$ cat src/rtl/render_window_reader_if.sv
// render_window_reader_if: scan, BRAM port-B and VGA output bundle for the
// render-window read port. The master side drives the scan and the RAM data
// (signal generator plus BRAM). The slave side is the reader itself.
interface render_window_reader_if #(
    parameter int ADDR_WIDTH = 14
);
    logic [10:0]           hcount_in;
    logic [9:0]            vcount_in;
    logic                  hs_in;
    logic                  vs_in;
    logic                  ad_in;
    logic                  nf_in;
    logic [ADDR_WIDTH-1:0] addr_out;
    logic [23:0]           ram_data_in;
    logic [3:0]            vga_r_out;
    logic [3:0]            vga_g_out;
    logic [3:0]            vga_b_out;
    logic                  vga_hs_out;
    logic                  vga_vs_out;
    logic                  frame_err_out;

    modport master (
        output hcount_in, vcount_in, hs_in, vs_in, ad_in, nf_in, ram_data_in,
        input  addr_out, vga_r_out, vga_g_out, vga_b_out,
        input  vga_hs_out, vga_vs_out, frame_err_out
    );

    modport slave (
        input  hcount_in, vcount_in, hs_in, vs_in, ad_in, nf_in, ram_data_in,
        output addr_out, vga_r_out, vga_g_out, vga_b_out,
        output vga_hs_out, vga_vs_out, frame_err_out
    );
endinterface

$ cat src/rtl/render_window_reader.sv
// render_window_reader: VGA-side read port of the render-window frame buffer.
// The BRAM address comes from an incremental counter rather than a per-pixel
// multiply. Sync and colour are realigned to the RAM read latency. A sticky
// flag reports any frame that did not read exactly AREA window pixels.
// Optional feature macro FB_BORDER_EN: paints the 1-px ring just outside the
// window white (12'hFFF). When it is undefined, ring pixels show BG_COLOR.
module render_window_reader #(
    parameter int          START_X     = 260,
    parameter int          START_Y     = 195,
    parameter int          END_X       = 390,
    parameter int          END_Y       = 295,
    parameter int          ADDR_WIDTH  = 14,
    parameter int          RAM_LATENCY = 2,
    parameter logic [11:0] BG_COLOR    = 12'h000
) (
    input  logic                 clk_in,
    input  logic                 rst_in,
    render_window_reader_if.slave bus
);
    // One cycle for the registered address, then the BRAM read latency.
    localparam int LAT  = 1 + RAM_LATENCY;
    localparam int AREA = (END_X - START_X) * (END_Y - START_Y);

    localparam logic [10:0]           X_LO      = 11'(START_X);
    localparam logic [10:0]           X_HI      = 11'(END_X);
    localparam logic [9:0]            Y_LO      = 10'(START_Y);
    localparam logic [9:0]            Y_HI      = 10'(END_Y);
    localparam logic [ADDR_WIDTH-1:0] LAST_ADDR = ADDR_WIDTH'(AREA - 1);

    logic                  in_win;
    logic [ADDR_WIDTH-1:0] addr_q;
    logic [ADDR_WIDTH-1:0] addr_r;
    logic                  wrapped;
    logic                  synced;
    logic                  frame_err;
    logic [LAT-1:0]        hs_d;
    logic [LAT-1:0]        vs_d;
    logic [LAT-1:0]        ad_d;
    logic [LAT-1:0]        win_d;
    logic [11:0]           rgb;
    logic                  unused_ram_bits;

    assign in_win = (bus.hcount_in >= X_LO) && (bus.hcount_in < X_HI) &&
                    (bus.vcount_in >= Y_LO) && (bus.vcount_in < Y_HI);

`ifdef FB_BORDER_EN
    localparam logic [10:0] RX_LO = 11'(START_X - 1);
    localparam logic [10:0] RX_HI = 11'(END_X);
    localparam logic [9:0]  RY_LO = 10'(START_Y - 1);
    localparam logic [9:0]  RY_HI = 10'(END_Y);

    logic           in_ring;
    logic [LAT-1:0] ring_d;

    assign in_ring = (bus.hcount_in >= RX_LO) && (bus.hcount_in <= RX_HI) &&
                     (bus.vcount_in >= RY_LO) && (bus.vcount_in <= RY_HI) &&
                     !in_win;

    // Delay the ring flag so that it lines up with the returning RAM data.
    always_ff @(posedge clk_in) begin
        if (rst_in) begin
            ring_d <= '0;
        end else begin
            ring_d <= {ring_d[LAT-2:0], in_ring};
        end
    end
`endif

    // Address counter and frame-integrity check. nf_in restarts the count,
    // and a pixel arriving in the same cycle as nf_in consumes address 0.
    always_ff @(posedge clk_in) begin
        if (rst_in) begin
            addr_q    <= '0;
            addr_r    <= '0;
            wrapped   <= 1'b0;
            synced    <= 1'b0;
            frame_err <= 1'b0;
        end else if (bus.nf_in) begin
            if (synced && (!wrapped || addr_q != '0)) begin
                frame_err <= 1'b1;
            end
            synced  <= 1'b1;
            wrapped <= 1'b0;
            addr_r  <= '0;
            addr_q  <= in_win ? ADDR_WIDTH'(1) : '0;
        end else if (in_win) begin
            addr_r <= addr_q;
            if (addr_q == LAST_ADDR) begin
                addr_q  <= '0;
                wrapped <= 1'b1;
            end else begin
                addr_q <= addr_q + ADDR_WIDTH'(1);
            end
        end else begin
            addr_r <= '0;
        end
    end

    // Scan-side delay lines that realign sync, active and window with RAM data.
    always_ff @(posedge clk_in) begin
        if (rst_in) begin
            hs_d  <= '0;
            vs_d  <= '0;
            ad_d  <= '0;
            win_d <= '0;
        end else begin
            hs_d  <= {hs_d[LAT-2:0],  bus.hs_in};
            vs_d  <= {vs_d[LAT-2:0],  bus.vs_in};
            ad_d  <= {ad_d[LAT-2:0],  bus.ad_in};
            win_d <= {win_d[LAT-2:0], in_win};
        end
    end

    // Colour select: blank outside the active area, RAM inside the window,
    // optional white ring, background elsewhere.
    always_comb begin
        rgb = 12'h000;
        if (ad_d[LAT-1]) begin
            if (win_d[LAT-1]) begin
                rgb = {bus.ram_data_in[23:20], bus.ram_data_in[15:12], bus.ram_data_in[7:4]};
`ifdef FB_BORDER_EN
            end else if (ring_d[LAT-1]) begin
                rgb = 12'hFFF;
`endif
            end else begin
                rgb = BG_COLOR;
            end
        end
    end

    // Only the top nibble of each 8-bit channel is displayed.
    assign unused_ram_bits = ^{bus.ram_data_in[19:16], bus.ram_data_in[11:8],
                               bus.ram_data_in[3:0]};

    assign bus.addr_out      = addr_r;
    assign bus.vga_r_out     = rgb[11:8];
    assign bus.vga_g_out     = rgb[7:4];
    assign bus.vga_b_out     = rgb[3:0];
    assign bus.vga_hs_out    = hs_d[LAT-1];
    assign bus.vga_vs_out    = vs_d[LAT-1];
    assign bus.frame_err_out = frame_err;
endmodule

$ cat src/flat_wrapper.sv
// flat-port wrapper written by rule: the top's interface ports become plain ports
module render_window_reader_flat 
#(
    parameter int          START_X     = 260,
    parameter int          START_Y     = 195,
    parameter int          END_X       = 390,
    parameter int          END_Y       = 295,
    parameter int          ADDR_WIDTH  = 14,
    parameter int          RAM_LATENCY = 2,
    parameter logic [11:0] BG_COLOR    = 12'h000
)
  (clk_in, rst_in, bus_hcount_in, bus_vcount_in, bus_hs_in, bus_vs_in, bus_ad_in, bus_nf_in, bus_ram_data_in, bus_addr_out, bus_vga_r_out, bus_vga_g_out, bus_vga_b_out, bus_vga_hs_out, bus_vga_vs_out, bus_frame_err_out);
  render_window_reader_if #(.ADDR_WIDTH(ADDR_WIDTH)) bus_i ();
  input  logic clk_in;
  input  logic rst_in;
  input wire logic [$bits(bus_i.hcount_in)-1:0] bus_hcount_in;
  input wire logic [$bits(bus_i.vcount_in)-1:0] bus_vcount_in;
  input wire logic [$bits(bus_i.hs_in)-1:0] bus_hs_in;
  input wire logic [$bits(bus_i.vs_in)-1:0] bus_vs_in;
  input wire logic [$bits(bus_i.ad_in)-1:0] bus_ad_in;
  input wire logic [$bits(bus_i.nf_in)-1:0] bus_nf_in;
  input wire logic [$bits(bus_i.ram_data_in)-1:0] bus_ram_data_in;
  output wire logic [$bits(bus_i.addr_out)-1:0] bus_addr_out;
  output wire logic [$bits(bus_i.vga_r_out)-1:0] bus_vga_r_out;
  output wire logic [$bits(bus_i.vga_g_out)-1:0] bus_vga_g_out;
  output wire logic [$bits(bus_i.vga_b_out)-1:0] bus_vga_b_out;
  output wire logic [$bits(bus_i.vga_hs_out)-1:0] bus_vga_hs_out;
  output wire logic [$bits(bus_i.vga_vs_out)-1:0] bus_vga_vs_out;
  output wire logic [$bits(bus_i.frame_err_out)-1:0] bus_frame_err_out;
  assign bus_i.hcount_in = bus_hcount_in;
  assign bus_i.vcount_in = bus_vcount_in;
  assign bus_i.hs_in = bus_hs_in;
  assign bus_i.vs_in = bus_vs_in;
  assign bus_i.ad_in = bus_ad_in;
  assign bus_i.nf_in = bus_nf_in;
  assign bus_i.ram_data_in = bus_ram_data_in;
  assign bus_addr_out = bus_i.addr_out;
  assign bus_vga_r_out = bus_i.vga_r_out;
  assign bus_vga_g_out = bus_i.vga_g_out;
  assign bus_vga_b_out = bus_i.vga_b_out;
  assign bus_vga_hs_out = bus_i.vga_hs_out;
  assign bus_vga_vs_out = bus_i.vga_vs_out;
  assign bus_frame_err_out = bus_i.frame_err_out;
  render_window_reader #(.START_X(START_X), .START_Y(START_Y), .END_X(END_X), .END_Y(END_Y), .ADDR_WIDTH(ADDR_WIDTH), .RAM_LATENCY(RAM_LATENCY), .BG_COLOR(BG_COLOR)) u_core (.clk_in(clk_in), .rst_in(rst_in), .bus(bus_i));
endmodule
$ cat config.mk
export PLATFORM = sky130hd
export DESIGN_NAME = render_window_reader_flat
export DESIGN_NICKNAME = d
export VERILOG_FILES = /design/src/rtl/render_window_reader_if.sv /design/src/rtl/render_window_reader.sv /design/src/flat_wrapper.sv
export SDC_FILE = /design/constraint.sdc
export NUM_CORES = 1
export LEC_CHECK = 0
export ABC_AREA = 1
export ABC_CLOCK_PERIOD_IN_PS = 1850
export CAP_MARGIN = 10
export CORE_MARGIN = 1.5
export CORE_UTILIZATION = 44
export CTS_CLUSTER_SIZE = 10
export DETAILED_ROUTE_END_ITERATION = 12
export HOLD_SLACK_MARGIN = 0.05
export PLACE_DENSITY_LB_ADDON = 0.1
export SYNTH_ARGS = -nofsm -noshare
export SYNTH_HDL_FRONTEND = slang
export SYNTH_SLANG_ARGS = --single-unit
$ cat constraint.sdc
create_clock -name clk_in -period 1.85 [get_ports clk_in]
set_input_delay 0.185 -clock clk_in [delete_from_list [all_inputs] [get_ports clk_in]]
set_output_delay 0.185 -clock clk_in [all_outputs]
set_load 0.01 [all_outputs]
# After elaboration in Yosys (flattened, before gate mapping)

Cells that the tools add are included.

Bits in registers: 43
Input bits: 51
Output and inout port bits: 29
Logic and storage cells: 34

$add $sub $neg: 1
Order comparisons: 4
Eq/ne operators: 1
Muxes and demuxes: 6
Bitwise operators: 1
Reductions and logical operators: 12

Operator list:

| kind                  | count |
|---|---|
| $mux 14               | 3 |
| $mux 12               | 2 |
| $add 14x1->14 const B | 1 |
| $eq 14x14->1 const B  | 1 |
| $reduce_bool 14->1    | 1 |
| $ge 11x9->1 const B   | 1 |
| $lt 11x9->1 const B   | 1 |
| $ge 10x8->1 const B   | 1 |
| $lt 10x9->1 const B   | 1 |
| $logic_and 1x1->1     | 4 |
| $reduce_and 2->1      | 2 |
| $reduce_or 3->1       | 1 |
| $reduce_bool 2->1     | 1 |
| $reduce_or 2->1       | 1 |
| $logic_not 1->1       | 1 |
| $logic_or 1x1->1      | 1 |
| $mux 1                | 1 |
| $not 1->1             | 1 |

# Longest topological paths before layout

Gate-level depths: netlist (run 1).

Word-level depth: 6
Gate-level depth with buffers: 10
Mapped depth without buffers: 10

# Least setup slack after synthesis (run 1)

OpenSTA, ideal clock, no wires.

Path kind: register -> register
Start: register u_core.addr_q[0]
End: register u_core.addr_q[12]
Setup time: 133 ps
Arrival: 1,194 ps
Data required time: 1,717 ps
Slack: 523 ps
Cell stages (with the launch flop): 11
Buffers on the path: 0
Clock period less this slack: 1,327 ps
Cell sequence: dfxtp_1 ha_1 nand2_1 nor2_4 nand2_2 nor2_4 nand2_1 nand3_1 nor2_1 nand2_1 a21oi_2

Cells in the longest elaborated chain, start to end: 4
Elaborated cells between the ends (all ways): 5
Those cells by class: add/sub: 1; eq/ne: 1; mux: 3

Ends and longest elaborated chain:

| what                                          | line                                                   | RTL |
|---|---|---|
| start: declaration                            | render_window_reader.sv:31                             | `logic [ADDR_WIDTH-1:0] addr_q;` |
| start signal: assignment                      | render_window_reader.sv:85                             | `addr_q <= in_win ? ADDR_WIDTH'(1) : '0;` |
| start signal: assignment                      | render_window_reader.sv:92                             | `addr_q <= addr_q + ADDR_WIDTH'(1);` |
| $add 14x1->14 or $eq 14x14->1 (tied branches) | render_window_reader.sv:92, render_window_reader.sv:88 |  |
| $mux 14 *                                     | render_window_reader.sv:88                             | `if (addr_q == LAST_ADDR) begin` |
| $mux 14 *                                     | render_window_reader.sv:86                             | `end else if (in_win) begin` |
| $mux 14 *                                     | render_window_reader.sv:78                             | `end else if (bus.nf_in) begin` |

Every way passes the cells marked *; elsewhere a longest branch is shown, timed or not. The select of a mux whose other input is x is not followed.
A chain may end at the register's enable or synchronous reset.

# Final worst setup path (run 1)

Start: register u_core.win_d[2]
End: output bus_vga_g_out[3]

Cells in the longest elaborated chain, start to end: 2

Ends and longest elaborated chain:

| what                     | line                        | RTL |
|---|---|---|
| start: declaration       | render_window_reader.sv:39  | `logic [LAT-1:0] win_d;` |
| start signal: assignment | render_window_reader.sv:110 | `win_d <= {win_d[LAT-2:0], in_win};` |
| $mux 12                  | render_window_reader.sv:119 | `if (win_d[LAT-1]) begin` |
| $mux 12                  | render_window_reader.sv:118 | `if (ad_d[LAT-1]) begin` |
| end: declaration         | flat_wrapper.sv:25          | `output wire logic [$bits(bus_i.vga_g_out)-1:0] bus_vga_g_out;` |

No other way between the ends.

==> results of run 1 <==
==> worst max-delay path by stage <==
stage / endpoint / cells after the start / slack [ns]
5_1_grt: bus_vga_g_out[1] / 3 / 0.10
2_1_floorplan: u_core.addr_q[12]$_SDFFE_PP0P_ / 10 / 0.52
6_report: bus_vga_g_out[3] / 3 / 0.22
4_1_cts: bus_vga_r_out[0] / 3 / 0.09
3_3_place_gp: u_core.addr_q[8]$_SDFFE_PP0P_ / 10 / 0.04
3_5_place_dp: u_core.addr_q[5]$_SDFFE_PP0P_ / 11 / 0.04
==> stage by stage <==
stage                     setup slack [ns]  instances
after floorplan                     0.5228        321
after global placement             0.04395        459
after detailed placement           0.03715        459
after CTS                          0.09170        467
after global routing                0.1048        467
final                               0.2248        467
==> placed cells by master (no fill, tap or decap), types with 2 or more instances in the layout <==
cell,n
nor2_1,80
a21oi_1,3
inv_1,50
nor3_1,4
nor2_4,6
inv_2,3
dfxtp_1,43
nand2_1,60
nand3_1,27
clkbuf_8,5
nand2_2,7
bufinv_16,2
nand4_1,3
buf_4,11
nand3_2,3
a21oi_2,3
o21ai_0,4
ha_1,2
o21ai_1,2
o22ai_1,3
clkdlybuf4s50_1,66
==> routing by layer <==
layer  up-vias  wire (um)  share of wire (%)  global-route usage [%]
met5         -          0                  0                       0
met4         0         77                1.7                   7.966
met2        62       2206                 48                   31.31
met3         6        236                5.2                   3.453
met1       916       2055                 45                   23.25
li1       1139          -                  -                       -
==> power groups by stage <==
stage,Combinational (mW),Sequential [mW],Clock (mW)
2_1_floorplan,0.0662,0.962,0
3_3_place_gp,0.183,0.961,0
3_5_place_dp,0.185,0.961,0
4_1_cts,0.186,0.939,0.888
5_1_grt,0.205,0.941,0.924
6_report,0.184,0.939,0.869
==> final cells by class <==
type	instances	area share (%)
multi-input cells	218	34.62
flip-flops and latches	43	27.76
repair buffers	77	23.97
inverters	54	6.538
well taps	67	2.704
clock buffers	5	2.220
clock inverters	3	2.179
==> worst register-to-register path, delay by kind of cell (launching register included) <==
| kind | cells | cell delay, ns |
|---|---|---|
| AOI/OAI and AO/OA | 1 | 0.05 |
| adders and majority gates | 1 | 0.19 |
| buffers and inverters | 1 | 0.07 |
| DFF | 1 | 0.39 |
| and+or+nand+nor | 5 | 0.74 |
==> state kept, by name, summed over array words and instances, names as in the netlist <==
signal	count
u_core.addr_q	14
u_core.bus.addr_out	14
u_core.ad_d	3
u_core.hs_d	3
u_core.vs_d	3
u_core.win_d	3
u_core.bus.frame_err_out	1
u_core.synced	1
u_core.wrapped	1
==> logic make-up after synthesis <==
family	count (synthesis)	share of synthesized area, %
simple gates	199	43.48
buf+inv	60	10.85
compound gates	17	4.793
flops	43	39.72
fa+ha+maj	2	1.155
==> parameters.txt, run 1 <==
Parameter                              Value

Power
  Ratio of total power to cell area    642.7 nW/um^2
  Leak Pwr    1.255 nW
  Internal    1.581 mW
  NetSw    0.4118 mW
  Switching fraction of total power    20.67%
  Portion of total power attributed to combinational logic    9.2%
  Fraction of power consumed by the clock network    43.6%
  Highest ir drop seen on vdd    372.4 uV
  Total power consumption of the routed design    1.993 mW
  Share of power burned in registers    47.1%

Floorplan
  Vert. Die Dim    73.18 um
  Full die area    approximately 5400 um^2
  Number of placement rows    25
  Top-level I/O count    80
  Area inside the core boundary    4723 um^2
  Starting density of the core    45.88%
  Floorplan die width    73.18 um

Setup path
  Max stage delay cell, worst path    clkdlybuf4s50_1
  Startpoint of the most critical setup path    u_core.win_d[2]$_SDFF_PP0_
  Cell family with the largest share of critical-path delay    buffers and inverters
  Sequence of cells on the critical path    nand2_2 > nor2_1 > clkdlybuf4s50_1
  Endpoint of the worst register-to-register path    u_core.addr_q[13]$_SDFFE_PP0P_
  Arrival time at the worst endpoint    1.44 ns
  R2R setup slack    between 0.3 and 0.4 ns
  Sum of buffers and inverters on the critical path    1
  Launch point of the worst reg-to-reg path    u_core.addr_q[0]$_SDFFE_PP0P_
  Number of cell instances on the worst register-to-register path    8
  Category of the worst setup path capture point    primary output
  Required time worst endpoint    1.66 ns
  Maximum fanout encountered on the critical timing path    12
  Setup crit start kind    register
  Category of the critical setup timing path    reg2out
  Largest incremental delay on the critical path    0.54 ns

Finish
  Number of fill cells in the layout    434
  Footprint of the flip-flops and latches    860.8 um^2
  Number of nets in the finished design    around 450
  Share of cells above drive strength 1    11.75%
  Area of the multi-input gates    1074 um^2
  Finished layout cell area    3100 um^2
  Count of antenna diodes in the layout    0
  Area growth from synthesis to final layout    43.07%
  Post-layout util    65.64%

Global route
  Maximum number of pins on one net before global-route repair    18
  Number of global-route vias before repair    around 1,900
  Overall track demand over capacity in global routing    around a fifth
  Initial antenna violation count    0
  Wire length of the first global-routing pass    between 7000 and 8000 um
  Total congestion overflow after global routing    0

Clock tree
  Number of CTS-inserted buffers    5
  Source-to-sink clock delay at the later pin of the worst-skew pair    0.30 ns
  Clock Tree Buf Depth    2
  Cells resized by post-CTS repair    0
  Clock-pin slew on the worst setup and hold paths    0.08 ns
  Root Driver    clkbuf_8
  Clock sink count    43
  TritonCTS clock tree    built
  Post-cts hold buffer count    0
  Maximum level of the CTS H-tree    2
  # Post-CTS Setup Buffers    0

Routing
  Count of unresolved DRC violations after routing    0
  Wire per inst    slightly below 10 um
  Final ANT Viol Nets    0
  Detailed-route wire length    4576 um
  First-pass detailed-route iteration total    4
  DR vias    roughly 2,100
  Post-DR vias/cell    4.546
  Number of design-rule violations left by the first detailed-router iteration    125

Placed design
  Buffers on Ports    between 60 and 70
  HPWL reported at the end of detailed placement    3671 um
  Instance area at placement    2962 um^2
  Routability cong.    0.8657

Synthesis
  Seq cells post-synth    43
  Dominant register cell in the synthesized netlist    dfxtp_1
  Count of warnings emitted by yosys    0
  Part of the Yosys area used for sequential elements    between 30% and 40%
  Cell types with the largest area share after synthesis    dfxtp_1 (40%), nor2_1 (14%), nand2_1 (11%)
  Gate count of the mapped netlist    321
  Biggest area consumer among synthesized cells    dfxtp_1
  Area of the mapped netlist    roughly 2200 um^2
  Top cells by instance count after synthesis    nor2_1 (80), nand2_1 (61), inv_1 (50)
  Share of the synthesized area in the top cell type    roughly two fifths
  Fraction of registers with async set/reset    0%
  Post-synthesis area per instance    6.751 um^2
  Syn nets    374
  Post-synth EDFFs    0
  Most common cell in the synthesized netlist    nor2_1
  Synth unique cells    33

Timing
  Worst hold margin    0.3909 ns
  Rel. slew slack    76.97%
  Final slew viol count    0
  Unrepaired setup endpoints after global routing    false
  Maximum clock frequency    roughly 600 MHz
  Setup TNS    0 ns
  Count of final hold-check violations    0
  Final critical-path share of the clock period    a little under 90%
  Max Clock Skew    between 0.005 and 0.006 ns
  Time the worst path needs with I/O delays and setup    approximately 1.6 ns
  Transition time at the pin with the least slew margin    between 0.3 and 0.4 ns
  Final count of negative-setup-slack endpoints    0

Min path
  Worst Hold Path Cells    3
  Hold path startpoint    bus_vs_in
  Hold-critical path endpoint    u_core.vs_d[0]$_SDFF_PP0_
  Path category of the worst min-delay check    in2reg

Run
  Maxcap violations    0

Run status
  Result of the run    completed
Note: power is estimated with default switching activity, not from simulation.
==> run 2: changes to the inputs <==
Settings changed: SLEW_MARGIN from default to 10.
==> results of run 2 <==
The final DEF is identical to that of run 1; final timing and power are the same.
